--- src/rtl/cond_pkg.sv ---
// Shared condition-code, flag-index and IT-state definitions for the condition unit.
package cond_pkg;

  localparam int unsigned FLAGS_W    = 4;
  localparam int unsigned COND_W     = 4;
  localparam int unsigned IT_STATE_W = 8;

  localparam int unsigned FLAG_N = 3;
  localparam int unsigned FLAG_Z = 2;
  localparam int unsigned FLAG_C = 1;
  localparam int unsigned FLAG_V = 0;

  localparam logic [COND_W-1:0] EQ = 4'h0;
  localparam logic [COND_W-1:0] NE = 4'h1;
  localparam logic [COND_W-1:0] CS = 4'h2;
  localparam logic [COND_W-1:0] CC = 4'h3;
  localparam logic [COND_W-1:0] MI = 4'h4;
  localparam logic [COND_W-1:0] PL = 4'h5;
  localparam logic [COND_W-1:0] VS = 4'h6;
  localparam logic [COND_W-1:0] VC = 4'h7;
  localparam logic [COND_W-1:0] HI = 4'h8;
  localparam logic [COND_W-1:0] LS = 4'h9;
  localparam logic [COND_W-1:0] GE = 4'hA;
  localparam logic [COND_W-1:0] LT = 4'hB;
  localparam logic [COND_W-1:0] GT = 4'hC;
  localparam logic [COND_W-1:0] LE = 4'hD;
  localparam logic [COND_W-1:0] AL = 4'hE;
  localparam logic [COND_W-1:0] NV = 4'hF;

  // Flag groups must split the 4-bit register evenly.
  function automatic logic legal_flag_groups(input int unsigned groups);
    return (groups == 1) || (groups == 2) || (groups == 4);
  endfunction

endpackage

--- src/rtl/cond_unit_if.sv ---
// Bus between the main control FSM (master) and the condition unit (slave).
interface cond_unit_if
  import cond_pkg::*;
#(
  parameter int unsigned FLAG_GROUPS = 2
);

  logic [COND_W-1:0]      Cond;
  logic [FLAGS_W-1:0]     ALUFlags;
  logic [FLAG_GROUPS-1:0] FlagW;
  logic                   PCS;
  logic                   NextPC;
  logic                   RegW;
  logic                   MemW;
  logic                   InstrStart;
  logic                   ITValid;
  logic [COND_W-1:0]      ITFirstCond;
  logic [3:0]             ITMask;

  logic                   PCWrite;
  logic                   RegWrite;
  logic                   MemWrite;
  logic [FLAGS_W-1:0]     Flags;
  logic                   CondExOut;
  logic                   ITActive;

  modport master (
    output Cond, ALUFlags, FlagW, PCS, NextPC, RegW, MemW,
           InstrStart, ITValid, ITFirstCond, ITMask,
    input  PCWrite, RegWrite, MemWrite, Flags, CondExOut, ITActive
  );

  modport slave (
    input  Cond, ALUFlags, FlagW, PCS, NextPC, RegW, MemW,
           InstrStart, ITValid, ITFirstCond, ITMask,
    output PCWrite, RegWrite, MemWrite, Flags, CondExOut, ITActive
  );

endinterface

--- src/rtl/cond_eval.sv ---
// Combinational ARM condition-code evaluation against the current {N,Z,C,V} flags.
module cond_eval
  import cond_pkg::*;
(
  input  logic [COND_W-1:0]  cond,
  input  logic [FLAGS_W-1:0] flags,
  output logic               cond_ex_c
);

  logic n, z, c, v;

  assign n = flags[FLAG_N];
  assign z = flags[FLAG_Z];
  assign c = flags[FLAG_C];
  assign v = flags[FLAG_V];

  always_comb begin
    cond_ex_c = 1'b0;
    case (cond)
      EQ:      cond_ex_c = z;
      NE:      cond_ex_c = ~z;
      CS:      cond_ex_c = c;
      CC:      cond_ex_c = ~c;
      MI:      cond_ex_c = n;
      PL:      cond_ex_c = ~n;
      VS:      cond_ex_c = v;
      VC:      cond_ex_c = ~v;
      HI:      cond_ex_c = c & ~z;
      LS:      cond_ex_c = ~c | z;
      GE:      cond_ex_c = ~(n ^ v);
      LT:      cond_ex_c = n ^ v;
      GT:      cond_ex_c = ~z & ~(n ^ v);
      LE:      cond_ex_c = z | (n ^ v);
      AL:      cond_ex_c = 1'b1;
      default: cond_ex_c = 1'b0;
    endcase
  end

endmodule

--- src/rtl/cond_unit.sv ---
// Condition unit: flag register, latched condition result and write gating.
// IT-block support is compiled in only when COND_UNIT_IT_EN is defined.
module cond_unit
  import cond_pkg::*;
#(
  parameter int unsigned FLAG_GROUPS = 2
) (
  input  logic        clk,
  input  logic        reset,
  cond_unit_if.slave  bus
);

  localparam int unsigned GROUP_W = FLAGS_W / FLAG_GROUPS;

  if (!legal_flag_groups(FLAG_GROUPS)) begin : g_bad_groups
    $error("cond_unit: FLAG_GROUPS must be 1, 2 or 4");
  end

  logic [FLAGS_W-1:0] flags_q;
  logic [FLAGS_W-1:0] flags_nxt;
  logic               cond_ex_q;
  logic               cond_ex_c;
  logic [COND_W-1:0]  cond_sel;
  logic               it_active;

`ifdef COND_UNIT_IT_EN
  logic [IT_STATE_W-1:0] it_state_q;
  logic [IT_STATE_W-1:0] it_state_nxt;

  assign it_active = (it_state_q[3:0] != 4'b0);
  assign cond_sel  = it_active ? it_state_q[7:4] : bus.Cond;

  // A new IT load wins over slot advance; skipped slots still advance.
  always_comb begin
    it_state_nxt = it_state_q;
    if (bus.ITValid) begin
      if (bus.ITMask != 4'b0) begin
        it_state_nxt = {bus.ITFirstCond, bus.ITMask};
      end
    end else if (bus.InstrStart && it_active) begin
      if (it_state_q[2:0] == 3'b0) begin
        it_state_nxt = '0;
      end else begin
        it_state_nxt[4:0] = {it_state_q[3:0], 1'b0};
      end
    end
  end

  always_ff @(posedge clk or negedge reset) begin
    if (!reset) begin
      it_state_q <= '0;
    end else begin
      it_state_q <= it_state_nxt;
    end
  end
`else
  logic unused_it;

  assign unused_it = ^{bus.ITValid, bus.ITFirstCond, bus.ITMask};
  assign it_active = 1'b0;
  assign cond_sel  = bus.Cond;
`endif

  cond_eval u_cond_eval (
    .cond      (cond_sel),
    .flags     (flags_q),
    .cond_ex_c (cond_ex_c)
  );

  // Each enabled group takes its ALU slice only when the current instruction executes.
  always_comb begin
    flags_nxt = flags_q;
    for (int unsigned g = 0; g < FLAG_GROUPS; g++) begin
      if (bus.FlagW[g] && cond_ex_q) begin
        flags_nxt[g*GROUP_W +: GROUP_W] = bus.ALUFlags[g*GROUP_W +: GROUP_W];
      end
    end
  end

  always_ff @(posedge clk or negedge reset) begin
    if (!reset) begin
      flags_q   <= '0;
      cond_ex_q <= 1'b0;
    end else begin
      flags_q <= flags_nxt;
      if (bus.InstrStart) begin
        cond_ex_q <= cond_ex_c;
      end
    end
  end

  assign bus.RegWrite  = bus.RegW & cond_ex_q;
  assign bus.MemWrite  = bus.MemW & cond_ex_q;
  assign bus.PCWrite   = (bus.PCS | bus.NextPC) & cond_ex_q;
  assign bus.Flags     = flags_q;
  assign bus.CondExOut = cond_ex_q;
  assign bus.ITActive  = it_active;

endmodule
--- src/flat_wrapper.sv ---
// flat-port wrapper written by rule: the top's interface ports become plain ports
module cond_unit_flat import cond_pkg::*;
#(
  parameter int unsigned FLAG_GROUPS = 2
)
  (clk, reset, bus_Cond, bus_ALUFlags, bus_FlagW, bus_PCS, bus_NextPC, bus_RegW, bus_MemW, bus_InstrStart, bus_ITValid, bus_ITFirstCond, bus_ITMask, bus_PCWrite, bus_RegWrite, bus_MemWrite, bus_Flags, bus_CondExOut, bus_ITActive);
  cond_unit_if #(.FLAG_GROUPS(FLAG_GROUPS)) bus_i ();
  input  logic clk;
  input  logic reset;
  input wire logic [$bits(bus_i.Cond)-1:0] bus_Cond;
  input wire logic [$bits(bus_i.ALUFlags)-1:0] bus_ALUFlags;
  input wire logic [$bits(bus_i.FlagW)-1:0] bus_FlagW;
  input wire logic [$bits(bus_i.PCS)-1:0] bus_PCS;
  input wire logic [$bits(bus_i.NextPC)-1:0] bus_NextPC;
  input wire logic [$bits(bus_i.RegW)-1:0] bus_RegW;
  input wire logic [$bits(bus_i.MemW)-1:0] bus_MemW;
  input wire logic [$bits(bus_i.InstrStart)-1:0] bus_InstrStart;
  input wire logic [$bits(bus_i.ITValid)-1:0] bus_ITValid;
  input wire logic [$bits(bus_i.ITFirstCond)-1:0] bus_ITFirstCond;
  input wire logic [$bits(bus_i.ITMask)-1:0] bus_ITMask;
  output wire logic [$bits(bus_i.PCWrite)-1:0] bus_PCWrite;
  output wire logic [$bits(bus_i.RegWrite)-1:0] bus_RegWrite;
  output wire logic [$bits(bus_i.MemWrite)-1:0] bus_MemWrite;
  output wire logic [$bits(bus_i.Flags)-1:0] bus_Flags;
  output wire logic [$bits(bus_i.CondExOut)-1:0] bus_CondExOut;
  output wire logic [$bits(bus_i.ITActive)-1:0] bus_ITActive;
  assign bus_i.Cond = bus_Cond;
  assign bus_i.ALUFlags = bus_ALUFlags;
  assign bus_i.FlagW = bus_FlagW;
  assign bus_i.PCS = bus_PCS;
  assign bus_i.NextPC = bus_NextPC;
  assign bus_i.RegW = bus_RegW;
  assign bus_i.MemW = bus_MemW;
  assign bus_i.InstrStart = bus_InstrStart;
  assign bus_i.ITValid = bus_ITValid;
  assign bus_i.ITFirstCond = bus_ITFirstCond;
  assign bus_i.ITMask = bus_ITMask;
  assign bus_PCWrite = bus_i.PCWrite;
  assign bus_RegWrite = bus_i.RegWrite;
  assign bus_MemWrite = bus_i.MemWrite;
  assign bus_Flags = bus_i.Flags;
  assign bus_CondExOut = bus_i.CondExOut;
  assign bus_ITActive = bus_i.ITActive;
  cond_unit #(.FLAG_GROUPS(FLAG_GROUPS)) u_core (.clk(clk), .reset(reset), .bus(bus_i));
endmodule
--- config.mk ---
export PLATFORM = sky130hd
export DESIGN_NAME = cond_unit_flat
export DESIGN_NICKNAME = d
export VERILOG_FILES = /design/src/rtl/cond_pkg.sv /design/src/rtl/cond_unit_if.sv /design/src/rtl/cond_eval.sv /design/src/rtl/cond_unit.sv /design/src/flat_wrapper.sv
export SDC_FILE = /design/constraint.sdc
export NUM_CORES = 1
export LEC_CHECK = 0
export ABC_AREA = 1
export ABC_CLOCK_PERIOD_IN_PS = 2610
export CAP_MARGIN = 25
export CORE_AREA = 2 2 39 41
export CTS_BUF_LIST = sky130_fd_sc_hd__clkbuf_4
export DETAILED_ROUTE_END_ITERATION = 10
export DIE_AREA = 0 0 41 43
export PLACE_DENSITY = 0.86
export SLEW_MARGIN = 10
export SYNTH_ARGS = -nofsm -noshare
export SYNTH_HDL_FRONTEND = slang
export SYNTH_SLANG_ARGS = --single-unit
--- constraint.sdc ---
create_clock -name clk -period 2.61 [get_ports clk]
set_input_delay 0.522 -clock clk [delete_from_list [all_inputs] [get_ports clk]]
set_output_delay 0.522 -clock clk [all_outputs]
set_load 0.02 [all_outputs]
* After elaboration in Yosys (flattened, before gate mapping)
Index checks and enable logic that the tools add are counted.
Word-level totals: logic and storage cells 35, output and inout bits 9, flip-flop bits (word level) 5, input port bits 26
Cells by class: reduce and logical (&&, ||, !) cells 3, multiplexer cells 1, eq/ne operators 14, bitwise operators 14
Operators with widths (count):
- == test 4 bit, second input constant | 7
- == test 4 x 3 -> 1 bit, second input constant | 4
- one-hot mux 1 bit (15 select lines) | 1
- == test 4 x 2 -> 1 bit, second input constant | 2
- bitwise AND 1 bit | 5
- inverter 1 bit | 5
- == test 4 x 1 -> 1 bit, second input constant | 1
- zero test 4 bit | 1
- OR 1 bit | 3
- logical AND 1 bit | 2
- XOR 1 bit | 1

* Logic depth before layout (Yosys ltp)
depth in word-level cells 4, depth in mapped cells 11, depth with buffers taken out 11

* By module
Synthesis repeated with hierarchy kept, for this count alone.
Second synthesis, totals: cells, all modules 86, area total of the unflattened synthesis 480.5 µm²
Modules (own cells, without submodules):
- cond_unit | seq. area each 125.1 µm², area each 251.5 µm², cells an instance 31, instances 1
- cond_eval | seq. area each 0.0 µm², area each 229.0 µm², cells an instance 55, instances 1

* Worst setup path before layout
Ideal clock, no wire load.
path kind flip-flop to output port, start point reg u_core.cond_ex_q, in the netlist u_core.bus.CondExOut, end point out bus_PCWrite, required time 2.088 ns, path buffers 0, setup slack 1.311 ns, data arrival time 0.777 ns, stages on the path, launching flop included 2, cells stage by stage dfrtp_1 -> o21a_1
Between the ends: cells in the longest elaborated chain, start to end 1
RTL lines:
- start: declaration | RTL line cond_unit.sv:21 | logic cond_ex_q;
- start signal: assignment | RTL line cond_unit.sv:87 | cond_ex_q <= cond_ex_c;
- bitwise AND 1 bit | RTL line cond_unit.sv:94 | assign bus.PCWrite = (bus.PCS | bus.NextPC) & cond_ex_q;
- end: declaration | RTL line flat_wrapper.sv:21 | output wire logic [$bits(bus_i.PCWrite)-1:0] bus_PCWrite;
No other way between the ends.

* Worst setup path in the final report
start point in bus_NextPC, end point out bus_PCWrite
Between the ends: cells in the longest elaborated chain, start to end 2
RTL lines:
- start: declaration | RTL line flat_wrapper.sv:14 | input wire logic [$bits(bus_i.NextPC)-1:0] bus_NextPC;
- OR 1 bit | RTL line cond_unit.sv:94
- bitwise AND 1 bit | RTL line cond_unit.sv:94
No other way between the ends.

==> flow_summary.json <==
{
  "arrival_ps": 1700,
  "yosysMostFrequentCell": "nand2_1",
  "die_area_sq_um": 1763,
  "grt_pass1_wl_um": 1773,
  "crit_path_max_fanout": 1,
  "antenna_left": 0,
  "cellLeakagePower_nw": 0.3819,
  "setup.worst_path.start": "bus_NextPC",
  "pin_count": 35,
  "status": "finished, final reports clean",
  "cpLargestDelayFamily": "buffers and inverters",
  "post_cts_resized": 0,
  "period_minus_slack_ps": 2224,
  "core-area_sq_um": 1384,
  "clk_latency_ps": 240,
  "clock-root-buffer": "clkbuf_4",
  "drv_slew": 0,
  "dp_hpwl_um": 957.2,
  "finalNetCount": 132,
  "synth_edf_count": 0,
  "totalPowerFinal_w": 0.0005718,
  "cp-end-kind": "output port",
  "yosysTopAreaCellShare": 0.2907,
  "cts.clk_slew.worst_paths_ps": 50,
  "globalplace.congestion": 0.7975,
  "drc_errors": 0,
  "hold_buffers": 0,
  "drive_gt1_frac": 0.05714,
  "fmax_mhz": 449.7,
  "vias": 553,
  "hold_class": "input port to async pin",
  "syn_avg_cell_area_sq_um": 5.518,
  "drtIter0Drc": 15,
  "dp_cells": 117,
  "io_buffers": 24,
  "yosysTopAreaCell": "dfrtp_1",
  "regArea_sq_um": 125.1,
  "worst_path_largest_cell_delay_ps": 600,
  "ys_ff_latch": 5,
  "grt-ovfl-total": 0,
  "die_x_um": 41,
  "cts-buffers-inserted": 3,
  "synth_area_leaders": "dfrtp_1 29%, nand2_1 27%, inv_1 11%",
  "p_per_area_nw_per_um2": 801.7,
  "syn-num-nets": 104,
  "drv_cap": 0,
  "finClkSkew_ps": 6.596,
  "cts_sinks": 5,
  "antenna_cells": 0,
  "netlist_area_sq_um": 430.4,
  "htree_levels": 1,
  "start_kind": "input port",
  "critPathKind": "input port to output port",
  "grt_max_degree": 8,
  "cts_tree": "built",
  "wirelength_um": 1153,
  "yosys-top-cells-count": "31 x nand2_1, 13 x inv_1, 11 x nor2_1, 7 x nand3_1",
  "multiInputGateArea_sq_um": 249.0,
  "r2r_start": "u_core.bus.Flags[3]",
  "track_usage": 0.1404,
  "cp_slowest_cell": "clkdlybuf4s50_1",
  "ff2ff_setup_slack_ps": 1400,
  "fp.dieH_um": 43,
  "synthCells": 78,
  "fill_cells": 148,
  "num_rows": 14,
  "rsz0062_at_grt": "false",
  "wl_per_cell_um": 9.529,
  "ys.flop_type": "dfrtp_1",
  "worstPathRequired_ps": 2090,
  "post-cts-setup-buffers": 0,
  "hold_ws_ps": 503.9,
  "grt_pass1_vias": 486,
  "viasPerCell": 4.570,
  "antenna_found_initial": 0,
  "finalSetupTns_ps": 0,
  "ys_types": 12,
  "finalHoldViolCount": 0,
  "async_reset_ff_frac": 1.000,
  "path_buf_inv": 2,
  "finalCritPeriodShare": 0.8520,
  "crit_top_cell": "clkdlybuf4s50_1",
  "layout.cells.non_filler": 121,
  "crit_chain": "clkdlybuf4s50_1 > o21a_1 > clkdlybuf4s50_1",
  "synth-seq-area-share": 0.2907,
  "setup_viol": 0,
  "finish.utilization": 0.5154,
  "start_util": 0.3110,
  "clockBufferDepth": 2,
  "first_pass_iters": 4,
  "ys_warn_count": 0,
  "syn_to_final_growth_pct": 65.70,
  "vdd_drop_max_mv": 0.4176
}
## final timing paths
path                                        endpoint  cells after the start
worst min register to register   u_core.bus.Flags[0]                      2
min in group clk                 u_core.bus.Flags[0]                      2
worst max register to register  u_core.bus.CondExOut                     10
worst max-delay path                     bus_PCWrite                      3
max in group asynchronous        u_core.bus.Flags[3]                      1
worst min-delay path             u_core.bus.Flags[1]                      1
## layout by cell type, fill, tap and decap left out, drive strengths merged
cell type      count
a21oi              6
clkbuf             4
clkdlybuf4s50     24
conb               1
dfrtp              5
inv               13
nand2             31
nand3              7
nor2              12
nor3               1
o21a               1
## state kept, by name, indices dropped and copies added (netlist names)
register / count
u_core.bus.Flags: 4
u_core.bus.CondExOut: 1
## worst reg2reg max path, stage by stage (launching register included)
cell and delay (ps):
dfrtp_1 400, inv_1 110, nand2_1 80, nand2_1 80, nand2_1 80, nand3_1 70
nand2_1 50, nor2_1 90, nand2_1 60, nand2_1 50, nand2_1 50
## per-layer routing
metal | up-vias | track usage | wire length, um
met5 | - | 0 | 0
met4 | 0 | 0.02000 | 0
met3 | 0 | 0.02618 | 94
met2 | 23 | 0.2500 | 596
met1 | 242 | 0.1672 | 463
li1 | 288 | - | -
## cell type report
cell class / count / area share
repair buffers: 24 / 0.3368
clock buffers: 4 / 0.04211
inverters: 13 / 0.06842
flip-flops and latches: 5 / 0.1754
well taps: 16 / 0.02807
multi-input cells: 59 / 0.3491
## power breakdown
group / leakage (nW) / internal, W / switching (W)
logic: 0.308 / 0.000144 / 0.000174
clock network: 0.0184 / 0.0000682 / 0.0000322
registers: 0.0559 / 0.000113 / 0.0000404
## per-stage QoR
stage	setup WS [ps]	cell area, sq um
3_5_place_dp	379.0	683.2
3_3_place_gp	400.9	683.2
4_1_cts	376.2	713.2
6_report	386.4	713.2
5_1_grt	353.8	713.2
2_1_floorplan	1311	430.4
## logic make-up after synthesis
logic type	Yosys count	share of synthesized area
AOI/OAI and AO/OA	7	0.09593
buffers and inverters	14	0.1308
DFF	5	0.2907
other	1	0.008713
and+or+nand+nor	51	0.4738
Power figures use the tool's default switching activity.
